## config.mk

```make
export PLATFORM = sky130hd
export DESIGN_NAME = dsp_mode_sequencer
export DESIGN_NICKNAME = d
export VERILOG_FILES = /design/src/rtl/dsp_ctrl_pkg.sv /design/src/rtl/gain_scaler.sv /design/src/rtl/dsp_mode_sequencer.sv
export SDC_FILE = /design/constraint.sdc
export NUM_CORES = 1
export LEC_CHECK = 0
export BUFFER_PORTS_ARGS = -buffer_cell sky130_fd_sc_hd__buf_4
export CORE_UTILIZATION = 65
export DETAILED_ROUTE_END_ITERATION = 8
export GPL_ROUTABILITY_DRIVEN = 1
export HOLD_SLACK_MARGIN = 0.15
export PLACE_DENSITY = 0.85
export SLEW_MARGIN = 15
export SYNTH_ARGS = -nofsm -noshare
export SYNTH_HDL_FRONTEND = slang
export SYNTH_SLANG_ARGS = --single-unit
```

## constraint.sdc

```tcl
create_clock -name sample_clock -period 15.05 [get_ports sample_clock]
set_input_delay 2.2575 -clock sample_clock [delete_from_list [all_inputs] [get_ports sample_clock]]
set_output_delay 2.2575 -clock sample_clock [all_outputs]
set_load 0.01 [all_outputs]
```

## src/rtl/dsp_ctrl_pkg.sv

```systemverilog
// Shared definitions for the DSP mode sequencer: mode codes, sequencer
// state encoding and small decode helpers.
package dsp_ctrl_pkg;

   localparam logic [1:0] MODE_DRY  = 2'b00;
   localparam logic [1:0] MODE_FIR  = 2'b01;
   localparam logic [1:0] MODE_ECHO = 2'b10;

   typedef enum logic [2:0] {
      IDLE     = 3'd0,
      QUALIFY  = 3'd1,
      FADE_OUT = 3'd2,
      SWITCH   = 3'd3,
      FADE_IN  = 3'd4
   } seq_state_t;

   // The unused switch code 11 selects the dry path.
   function automatic logic [1:0] norm_mode(input logic [1:0] m);
      return (m == 2'b11) ? MODE_DRY : m;
   endfunction

   function automatic logic is_busy(input seq_state_t s);
      return (s == FADE_OUT) || (s == SWITCH) || (s == FADE_IN);
   endfunction

endpackage

```

## src/rtl/gain_scaler.sv

```systemverilog
// Registered signed sample scaler: out = (sample * gain) >>> RAMP_LOG2,
// floor rounding, truncated to 16 bits.
module gain_scaler #(
   parameter int RAMP_LOG2 = 6
) (
   input  logic                  clk,
   input  logic                  reset,
   input  logic signed [15:0]    sample,
   input  logic [RAMP_LOG2:0]    gain,
   output logic signed [15:0]    scaled
);

   localparam int PW = 16 + RAMP_LOG2 + 2;

   logic signed [RAMP_LOG2+1:0] gain_s;
   logic signed [PW-1:0]        sample_ext;
   logic signed [PW-1:0]        gain_ext;
   logic signed [PW-1:0]        product;

   // Gain is unsigned; a zero sign bit keeps the multiply fully signed.
   assign gain_s     = $signed({1'b0, gain});
   assign sample_ext = PW'(sample);
   assign gain_ext   = PW'(gain_s);
   assign product    = sample_ext * gain_ext;

   always_ff @(posedge clk) begin
      if (reset) begin
         scaled <= '0;
      end else begin
         scaled <= 16'(product >>> RAMP_LOG2);
      end
   end

endmodule

```

## src/rtl/dsp_mode_sequencer.sv

```systemverilog
// Click-free mode sequencer: qualifies a switch request, fades the DSP output
// to silence, changes the selector, then fades back up.
module dsp_mode_sequencer #(
   parameter int RAMP_LOG2 = 6,
   parameter int HOLD      = 16
) (
   input  logic               sample_clock,
   input  logic               reset,
   input  logic [1:0]         req_mode,
   input  logic signed [15:0] dsp_sample,
   output logic [1:0]         selector,
   output logic signed [15:0] out_sample,
   output logic               busy,
   output logic               mode_changed
);

   import dsp_ctrl_pkg::*;

   localparam int GW  = RAMP_LOG2 + 1;
   localparam int HCW = (HOLD > 1) ? $clog2(HOLD) : 1;
   localparam logic [GW-1:0]  GAIN_FULL = GW'(1 << RAMP_LOG2);
   localparam logic [HCW-1:0] HOLD_LAST = HCW'(HOLD - 1);

   seq_state_t     state, state_n;
   logic [1:0]     req_n;
   logic [1:0]     candidate, candidate_n;
   logic [1:0]     target, target_n;
   logic [1:0]     selector_n;
   logic [HCW-1:0] hold_cnt, hold_cnt_n;
   logic [GW-1:0]  gain, gain_n;
   logic           mode_changed_n;

   assign req_n = norm_mode(req_mode);

   always_ff @(posedge sample_clock) begin
      if (reset) begin
         state        <= IDLE;
         candidate    <= MODE_DRY;
         target       <= MODE_DRY;
         selector     <= MODE_DRY;
         hold_cnt     <= '0;
         gain         <= GAIN_FULL;
         busy         <= 1'b0;
         mode_changed <= 1'b0;
      end else begin
         state        <= state_n;
         candidate    <= candidate_n;
         target       <= target_n;
         selector     <= selector_n;
         hold_cnt     <= hold_cnt_n;
         gain         <= gain_n;
         busy         <= is_busy(state_n);
         mode_changed <= mode_changed_n;
      end
   end

   always_comb begin
      state_n        = state;
      candidate_n    = candidate;
      target_n       = target;
      selector_n     = selector;
      hold_cnt_n     = hold_cnt;
      gain_n         = gain;
      mode_changed_n = 1'b0;
      case (state)
         IDLE: begin
            gain_n = GAIN_FULL;
            if (req_n != selector) begin
               state_n     = QUALIFY;
               candidate_n = req_n;
               hold_cnt_n  = '0;
            end
         end
         QUALIFY: begin
            gain_n = GAIN_FULL;
            if (req_n == selector) begin
               state_n = IDLE;
            end else if (req_n != candidate) begin
               // A different request restarts the stability window.
               candidate_n = req_n;
               hold_cnt_n  = '0;
            end else if (hold_cnt == HOLD_LAST) begin
               target_n = candidate;
               state_n  = FADE_OUT;
            end else begin
               hold_cnt_n = hold_cnt + HCW'(1);
            end
         end
         FADE_OUT: begin
            gain_n = gain - GW'(1);
            if (gain == GW'(1)) begin
               state_n = SWITCH;
            end
         end
         SWITCH: begin
            gain_n         = '0;
            selector_n     = target;
            mode_changed_n = 1'b1;
            state_n        = FADE_IN;
         end
         FADE_IN: begin
            gain_n = gain + GW'(1);
            if (gain == GAIN_FULL - GW'(1)) begin
               state_n = IDLE;
            end
         end
         default: begin
            state_n = IDLE;
         end
      endcase
   end

   gain_scaler #(
      .RAMP_LOG2(RAMP_LOG2)
   ) u_gain_scaler (
      .clk    (sample_clock),
      .reset  (reset),
      .sample (dsp_sample),
      .gain   (gain),
      .scaled (out_sample)
   );

endmodule

```

==> flow_summary_export.csv, run 1 <==
group,metric,value,unit
routing,wl_met2,6.16,mm
worst_setup_path,startpoint,"dsp_sample[8]",
global_route,track_usage,30.3,%
worst_setup_path,worst_ep_arrival_time,6.56,ns
routing,antenna_left,0,
clocking,clock-sinks,38,
timing,worst_pin_slew,1.08,ns
synthesis,synth_enable_flop_cells,0,
worst_setup_path,reg2reg_from,"gain[2]",
global_route,grt_pass1_vias,4561,
worst_setup_path,critical_path_buf_inv_count,4,
routing,post_drt_wl_per_cell,15.8,µm
power_and_ir_drop,ir_drop,0.0478,mV
timing,final_hold_viol_count,0,
power_and_ir_drop,cellLeakagePower,2.86,nW
worst_setup_path,reg2reg_slack,9.59,ns
clocking,cts-buffers-inserted,5,
floorplan,ios,40,
clocking,clkTransAtPathRegs,0.07,ns
routing,drt_iter0_markers,283,
synthesis,synth_compound_area_share,10.1,%
worst_setup_path,path_common_cell,"fa_1",
routing,drt_pass1_iterations,4,
clocking,htreeDepth,2,
placement,io_buffers,39,
layout,syn2layout_area_growth,7.70,%
synthesis,synthAdderAreaFrac,39.9,%
clocking,clock_path_buffers,2,
clocking,ctsHoldBuffers,0,
layout,final_cell_area,0.00584,mm²
worst_setup_path,cp-end-kind,"flip-flop",
global_route,grt_max_degree,39,
timing,drv_slew,0,
routing,wl_met3,543,µm
synthesis,synth_fp_nets,758,
routing,wirelength,11.7,mm
worst_setup_path,r2r-end,"u_gain_scaler.scaled[14]",
floorplan,coreArea,0.00789,mm²
global_route,overflow,0,
floorplan,start_util,68.8,%
synthesis,synth-simple-area-share,21.2,%
worst_setup_path,critPathLaunchType,"input port",
hold_path,min_from,"target[1]",
clocking,cts-root-buf,"clkbuf_8",
clocking,cts_resized,0,
synthesis,yosys_warnings,0,
power_and_ir_drop,p_total,0.000219,W
worst_setup_path,cp_slowest_cell,"fa_1",
routing,drc,0,
timing,final-setup-viol-count,0,
synthesis,synthCells,613,
floorplan,die_x,93.4,µm
synthesis,syn_area_per_cell,8.85,µm²
synthesis,ys.flop_type,"dfxtp_1",
timing,clock.fmax,157,MHz
layout,nets,781,
synthesis,synth_top_family_by_area,"adder cells",
synthesis,synth_top_cell_area_share,29.5,%
run_status,status,"finished, final reports clean",
synthesis,synth_xor_area_share,3.39,%
floorplan,fp.dieH,93.4,µm
run,drv_cap,0,
routing,vias,4178,
routing,routed.top_layer,"met4",
timing,slew_headroom,28.0,%
worst_setup_path,cpPeakStageDelay,0.60,ns
routing,wl_met1,4.78,mm
synthesis,synth.yosys.seq_area_share,14.0,%
timing,final.setup.tns,0,ns
worst_setup_path,r2r_cells,15,
synthesis,synth_top_cells_by_count,"115 x inv_1, 82 x and2_1, 80 x fa_1",
worst_setup_path,path_cells,"buf_4 > nand2_1 > fa_1 > inv_1 > fa_1 > fa_1 > inv_1 > fa_1 > inv_1 > ha_1 > a21o_1 > nand2_1 > a31oi_1 > a31oi_4 > o21bai_2 > mux2_4",
layout,diodes,0,
timing,timing.hold.ws,0.474,ns
global_route,antenna_found_initial,0,
hold_path,worstHoldEndpoint,"selector[1]",
hold_path,min_path_type,"reg -> reg",
worst_setup_path,crit_family,"adder cells",
synthesis,synth_most_common_cell,"inv_1",
clocking,post_cts_buffers,0,
timing,fin_crit,6.38,ns
placement,gp_congestion,0.852,
synthesis,async_flop_share,0,%
synthesis,synthTopCellsByArea,"fa_1 30%, dfxtp_1 14%, ha_1 10%",
synthesis,synthDistinctLibCells,56,
synthesis,synth.area.mux_share,1.61,%
worst_setup_path,path_class,"in -> reg",
timing,period_share,42.4,%
placement,dp_hpwl,9.18,mm
power_and_ir_drop,power_density,37.6,mW/mm²
synthesis,synth_top_area_cell,"fa_1",
timing,rsz0062_at_grt,"no",
placement,placed_area,0.00575,mm²
worst_setup_path,worstPathRequired,15.23,ns
synthesis,synth_seq_cells,38,
clocking,clk_latency,0.28,ns
timing,fin_skew,0.00305,ns
hold_path,hold_path_depth,2,
clocking,cts_tree,"built",
routing,viasPerCell,5.65,
global_route,grt_pass1_wl,20.7,mm
layout,drive_above_1_share,10.2,%
synthesis,synthesis.area,0.00543,mm²
floorplan,fp-row-count,32,
worst_setup_path,critPathMaxFanout,7,
floorplan,dieArea,0.00872,mm²
-- worst register-to-register path, stage by stage (launching register included) --
cell and delay, ns:
dfxtp_1 1.04, nand2_1 0.21, fa_1 0.60, inv_1 0.06, fa_1 0.50, fa_1 0.55, inv_1 0.06, fa_1 0.52
inv_1 0.04, ha_1 0.34, a21o_1 0.13, nand2_1 0.13, a31oi_1 0.53, a31oi_4 0.19, o21bai_2 0.16, mux2_4 0.30
-- how the worst max path moves through the flow --
stage	to	slack, ns	cells after the start
2_1_floorplan	u_gain_scaler.scaled[14]	8.83	15
3_3_place_gp	u_gain_scaler.scaled[14]	8.45	16
3_5_place_dp	u_gain_scaler.scaled[14]	8.39	16
4_1_cts	u_gain_scaler.scaled[14]	8.67	16
5_1_grt	u_gain_scaler.scaled[14]	8.41	16
6_report	u_gain_scaler.scaled[14]	8.67	16
-- final cells by class --
cell class	instances	area [µm²]
clock inverter	1	5.00
timing repair buffer	39	293
inverter	115	432
tap	102	128
clock buffer	7	86.3
fill	587	2040
multi-input combinational	437	4140
sequential	38	761
-- stage by stage --
| step | setup slack [ns] | util, % | cells |
|---|---|---|---|
| 3_3_place_gp | 8.45 | 72.9 | 731 |
| 4_1_cts | 8.67 | 74.1 | 739 |
| 5_1_grt | 8.41 | 74.1 | 739 |
| 3_5_place_dp | 8.39 | 72.9 | 731 |
| 6_report | 8.67 | 74.1 | 739 |
| 2_1_floorplan | 8.83 | - | 613 |
-- power by group --
part           internal (W)  switching, W  total (W)
registers          0.000104    0.00000249   0.000106
clock network     0.0000370     0.0000346  0.0000716
logic             0.0000181     0.0000234  0.0000416
total              0.000159     0.0000606   0.000219
-- state kept, by name (all words and copies together), names as in the netlist --
signal	flops
hold_cnt	4
target	2
state	3
gain	7
candidate	2
mode_changed	1
u_gain_scaler.scaled	16
selector	2
busy	1
-- placed cells by master, fill, tap and decap left out, types with 6 or more instances in the layout --
master / count
inv_1: 115
and2_1: 82
fa_1: 80
ha_1: 45
nand2_1: 39
buf_4: 39
dfxtp_1: 38
nor2_1: 34
a21oi_1: 18
xnor2_1: 13
nand3_1: 10
nor2b_1: 8
xor2_1: 8
nand2b_1: 7
nor3_1: 7
a31oi_1: 7
o21ai_0: 6
clkbuf_8: 6
-- per-layer routing --
| layer | vias to the layer above | track usage (%) |
|---|---|---|
| met4 | 0 | 7.69 |
| met5 | - | 0 |
| met1 | 2055 | 36.4 |
| li1 | 1972 | - |
| met3 | 24 | 4.07 |
| met2 | 127 | 56.7 |
-- kinds of logic (layout without fill, tap and decap cells) --
family / after synthesis / after routing
AO/OA/AOI/OAI: 71 / 71
XOR/XNOR: 21 / 21
adder cells (fa/ha/maj): 125 / 125
buffers and inverters: 138 / 162
flip-flops: 38 / 38
multiplexers: 8 / 8
AND/OR/NAND/NOR: 212 / 212
No activity file was read; power rests on OpenSTA's default activity.
==> inputs of run 2 (changes only) <==
--- a/config.mk
+++ b/config.mk
@@ -6,11 +6,11 @@
 export NUM_CORES = 1
 export LEC_CHECK = 0
 export BUFFER_PORTS_ARGS = -buffer_cell sky130_fd_sc_hd__buf_4
-export CORE_UTILIZATION = 65
+export CORE_UTILIZATION = 63
 export DETAILED_ROUTE_END_ITERATION = 8
 export GPL_ROUTABILITY_DRIVEN = 1
 export HOLD_SLACK_MARGIN = 0.15
-export PLACE_DENSITY = 0.85
+export PLACE_DENSITY = 0.83
 export SLEW_MARGIN = 15
 export SYNTH_ARGS = -nofsm -noshare
 export SYNTH_HDL_FRONTEND = slang
==> constraint.sdc (replaced) <==
create_clock -name sample_clock -period 6.1 [get_ports sample_clock]
set_input_delay 0.915 -clock sample_clock [delete_from_list [all_inputs] [get_ports sample_clock]]
set_output_delay 0.915 -clock sample_clock [all_outputs]
set_load 0.01 [all_outputs]
==> flow_summary_export.csv, run 2 (same netlist as run 1, synthesis figures left out) <==
group,metric,value,unit
worst_setup_path,cp-end-kind,"flip-flop",
floorplan,die_x,94.8,µm
routing,vias,4214,
floorplan,fp.dieH,94.8,µm
clocking,cts-root-buf,"clkbuf_8",
power_and_ir_drop,ir_drop,0.111,mV
worst_setup_path,critical_path_buf_inv_count,3,
timing,drv_slew,0,
worst_setup_path,crit_family,"adder cells",
layout,largest_reg_flops,16,
global_route,grt_pass1_vias,4530,
worst_setup_path,cpPeakStageDelay,0.69,ns
layout,final_cell_mix,"115 x inv_1, 82 x and2_1, 80 x fa_1",
clocking,ctsHoldBuffers,0,
layout,num-fill-cells,634,
routing,drc,0,
clocking,post_cts_buffers,0,
timing,final-setup-viol-count,0,
routing,antenna_left,0,
placement,dp.cells,737,
timing,fin_skew,0.00636,ns
layout,diodes,0,
layout,largest-register,"u_gain_scaler.scaled",
global_route,grt_pass1_wl,20.3,mm
layout,final_common_cell,"inv_1",
clocking,cts_resized,0,
timing,final_hold_viol_count,0,
clocking,htreeDepth,2,
clocking,cts_tree,"built",
layout,drive_above_1_share,10.5,%
floorplan,fp-row-count,33,
worst_setup_path,critPathMaxFanout,14,
power_and_ir_drop,power_density,91.1,mW/mm²
floorplan,start_util,65.7,%
timing,fin_crit,5.05,ns
routing,viasPerCell,5.67,
layout,final_cell_area,0.00586,mm²
global_route,overflow,0,
timing,final.setup.tns,0,ns
placement,gp_congestion,0.859,
worst_setup_path,critPathLaunchType,"flip-flop",
timing,clock.fmax,198,MHz
timing,timing.hold.ws,0.484,ns
timing,worst_pin_slew,0.850,ns
worst_setup_path,path_class,"reg -> reg",
floorplan,coreArea,0.00826,mm²
clocking,clock_path_buffers,2,
power_and_ir_drop,cellLeakagePower,2.87,nW
clocking,cts-buffers-inserted,5,
layout,syn2layout_area_growth,8.03,%
routing,wirelength,11.5,mm
timing,slew_headroom,43.2,%
layout,stdcell_count,743,
worst_setup_path,worst_ep_arrival_time,5.23,ns
worst_setup_path,path_cells,"nand2_1 > fa_1 > inv_1 > fa_1 > fa_1 > inv_1 > fa_1 > inv_1 > ha_1 > a21o_1 > nand2_1 > a31oi_1 > a31oi_4 > o21bai_2 > mux2_4",
floorplan,dieArea,0.00899,mm²
global_route,antenna_found_initial,0,
global_route,track_usage,29.1,%
routing,post_drt_wl_per_cell,15.4,µm
hold_path,min_path_type,"reg -> reg",
worst_setup_path,worstPathRequired,6.28,ns
placement,placed_area,0.00578,mm²
clocking,clkTransAtPathRegs,0.07,ns
routing,drt_pass1_iterations,5,
routing,drt_iter0_markers,240,
global_route,grt_max_degree,39,
worst_setup_path,cp_slowest_cell,"dfxtp_1",
timing,rsz0062_at_grt,"no",
run_status,status,"finished, final reports clean",
clocking,clk_latency,0.28,ns
run,drv_cap,0,
worst_setup_path,path_common_cell,"fa_1",
floorplan,ios,40,
layout,reg_top3,"u_gain_scaler.scaled (16), gain (7), hold_cnt (4)",
power_and_ir_drop,p_total,0.000534,W
placement,dp_hpwl,8.98,mm
placement,io_buffers,39,
clocking,clock-sinks,38,
timing,period_share,82.9,%
layout,nets,784,
## run 2: cell types whose count changed in the layout (fill, tap and decap cells not counted)
cell      change
clkbuf_1      -1
buf_4         +3
clkinv_2      -1
## run 2: layout make-up
| type | count | area, µm² | share of cell area (%) |
|---|---|---|---|
| Multi-Input combinational cell | 437 | 4140 | 70.6 |
| Tap cell | 105 | 131 | 2.24 |
| Inverter | 115 | 432 | 7.37 |
| Clock buffer | 6 | 82.6 | 1.41 |
| Timing Repair Buffer | 42 | 315 | 5.38 |
| Sequential cell | 38 | 761 | 13.0 |
## run 2: final timing paths
| kind | startpoint | end | slack, ns | depth (start not counted) |
|---|---|---|---|---|
| worst max register to register | gain[2] | u_gain_scaler.scaled[14] | 1.05 | 15 |
| worst max-delay path | gain[2] | u_gain_scaler.scaled[14] | 1.05 | 15 |
| worst min register to register | hold_cnt[1] | hold_cnt[1] | 0.48 | 2 |
| worst min-delay path | hold_cnt[1] | hold_cnt[1] | 0.48 | 2 |
## run 2: tightest hold or removal path: stages, from the launching register on
cell,delay [ns]
dfxtp_1,0.33
nand2_1,0.06
a21oi_1,0.05
## run 2: power breakdown
group / internal, W / switching, W / total, W / leakage, nW
Clock: 0.0000871 / 0.0000824 / 0.000170 / 0.0431
Sequential: 0.000256 / 0.00000656 / 0.000263 / 0.311
Combinational: 0.0000448 / 0.0000569 / 0.000102 / 2.52
## run 2: stage by stage
stage	utilization, %	setup slack (ns)
after global routing	71.0	0.762
after CTS	71.0	1.05
after global placement	70.0	0.863
final	71.0	1.05
after floorplan	-	1.07
after detailed placement	70.0	0.810
## run 2: routing by layer
metal,GRT usage [%],routed length [µm]
met5,0,0
met4,10.7,351
met3,2.98,474
met2,53.3,5940
met1,35.1,4690
==> inputs of run 3 (changes only) <==
==> constraint.sdc (replaced) <==
create_clock -name sample_clock -period 4.94 [get_ports sample_clock]
set_input_delay 0.741 -clock sample_clock [delete_from_list [all_inputs] [get_ports sample_clock]]
set_output_delay 0.741 -clock sample_clock [all_outputs]
set_load 0.01 [all_outputs]
==> flow_summary_export.csv, run 3 (same netlist as run 1, synthesis figures left out) <==
group,metric,value,unit
run_status,status,"finished, final reports clean",
routing,post_drt_wl_per_cell,15.3,µm
layout,largest-register,"u_gain_scaler.scaled",
placement,dp_hpwl,9.49,mm
layout,nets,797,
floorplan,fp.dieH,94.8,µm
placement,placed_area,0.00589,mm²
power_and_ir_drop,ir_drop,0.148,mV
layout,diodes,0,
global_route,grt_pass1_wl,19.8,mm
worst_setup_path,worst_ep_arrival_time,4.90,ns
global_route,grt_pass1_vias,4417,
timing,final_hold_viol_count,0,
timing,rsz0062_at_grt,"no",
floorplan,start_util,65.7,%
worst_setup_path,worstPathRequired,5.13,ns
layout,largest_reg_flops,16,
timing,drv_slew,0,
clocking,post_cts_buffers,0,
worst_setup_path,cp-end-kind,"flip-flop",
placement,io_buffers,39,
floorplan,die_x,94.8,µm
timing,clock.fmax,213,MHz
layout,final_cell_area,0.00601,mm²
clocking,clock_path_buffers,2,
placement,gp_congestion,0.886,
run,drv_cap,0,
clocking,htreeDepth,2,
timing,fin_skew,0.00617,ns
routing,vias,4249,
routing,drt_pass1_iterations,5,
layout,syn2layout_area_growth,10.8,%
timing,worst_pin_slew,0.611,ns
layout,final_common_cell,"inv_1",
floorplan,fp-row-count,33,
layout,final_cell_mix,"115 x inv_1, 82 x and2_1, 80 x fa_1",
clocking,cts-root-buf,"clkbuf_8",
timing,fin_crit,4.70,ns
worst_setup_path,critPathLaunchType,"input port",
clocking,cts_tree,"built",
layout,drive_above_1_share,13.2,%
clocking,clk_latency,0.30,ns
floorplan,dieArea,0.00899,mm²
global_route,overflow,0,
clocking,cts-buffers-inserted,5,
routing,drt_iter0_markers,214,
floorplan,coreArea,0.00826,mm²
global_route,grt_max_degree,39,
timing,period_share,95.2,%
timing,slew_headroom,59.2,%
clocking,clock-sinks,38,
timing,final-setup-viol-count,0,
worst_setup_path,critPathMaxFanout,7,
timing,worst_slack,0.235,ns
global_route,antenna_found_initial,0,
floorplan,ios,40,
layout,stdcell_count,758,
worst_setup_path,path_class,"in -> reg",
routing,wirelength,11.6,mm
routing,drc,0,
layout,reg_top3,"u_gain_scaler.scaled (16), gain (7), hold_cnt (4)",
power_and_ir_drop,power_density,118,mW/mm²
routing,viasPerCell,5.61,
placement,pre_cts_ws,-0.0701,ns
global_route,track_usage,28.6,%
hold_path,min_path_type,"reg -> reg",
power_and_ir_drop,cellLeakagePower,2.95,nW
placement,dp.cells,750,
clocking,clkTransAtPathRegs,0.08,ns
routing,antenna_left,0,
## run 3: layer usage
layer / up-vias / global-route usage (%) / wire length (µm)
met4: 0 / 11.9 / 471
met1: 2085 / 34.1 / 4690
met5: - / 0 / 0
li1: 2005 / - / -
met3: 33 / 3.22 / 541
met2: 126 / 52.0 / 5910
## run 3: cell type report
type,instances,area (µm²)
Sequential cell,38,763
Fill cell,645,2250
Multi-Input combinational cell,437,4150
Inverter,115,432
Timing Repair Buffer,55,425
Tap cell,105,131
Clock inverter,3,40.0
Clock buffer,5,68.8
## run 3: report_power, final
part           switching, W  internal (W)
clock network      0.000111      0.000149
logic             0.0000711     0.0000564
registers        0.00000831      0.000316
## run 3: critical path, stage by stage
cell and delay (ns):
buf_4 0.13, and2_1 0.17, fa_1 0.55, fa_1 0.45
fa_1 0.56, inv_1 0.07, fa_1 0.53, inv_1 0.04
ha_1 0.28, o21ai_0 0.10, or2_2 0.32, o2111ai_4 0.34
a31oi_4 0.15, o21bai_2 0.16, mux2_4 0.31
## run 3: final timing paths
path                 start                        to  slack, ns  cells after the start
max          dsp_sample[4]  u_gain_scaler.scaled[14]       0.24                     15
min            hold_cnt[1]               hold_cnt[1]       0.48                      2
max reg2reg        gain[2]  u_gain_scaler.scaled[14]       0.31                     15
min reg2reg    hold_cnt[1]               hold_cnt[1]       0.48                      2
## run 3: stage by stage
stage	util (%)	TNS, ns	hold WS, ns	total power (W)
2_1_floorplan	-	0	0.443	0.000404
3_3_place_gp	71.4	-0.00481	0.462	0.000453
3_5_place_dp	71.4	-0.0701	0.470	0.000458
4_1_cts	72.7	0	0.478	0.000714
5_1_grt	72.8	0	0.508	0.000746
6_report	72.8	0	0.476	0.000712
## run 3: what timing repair did
item,4_1_cts,5_1_grt
hold buffers,0,0
resized for setup,0,3
endpoints found under the setup margin,0,8
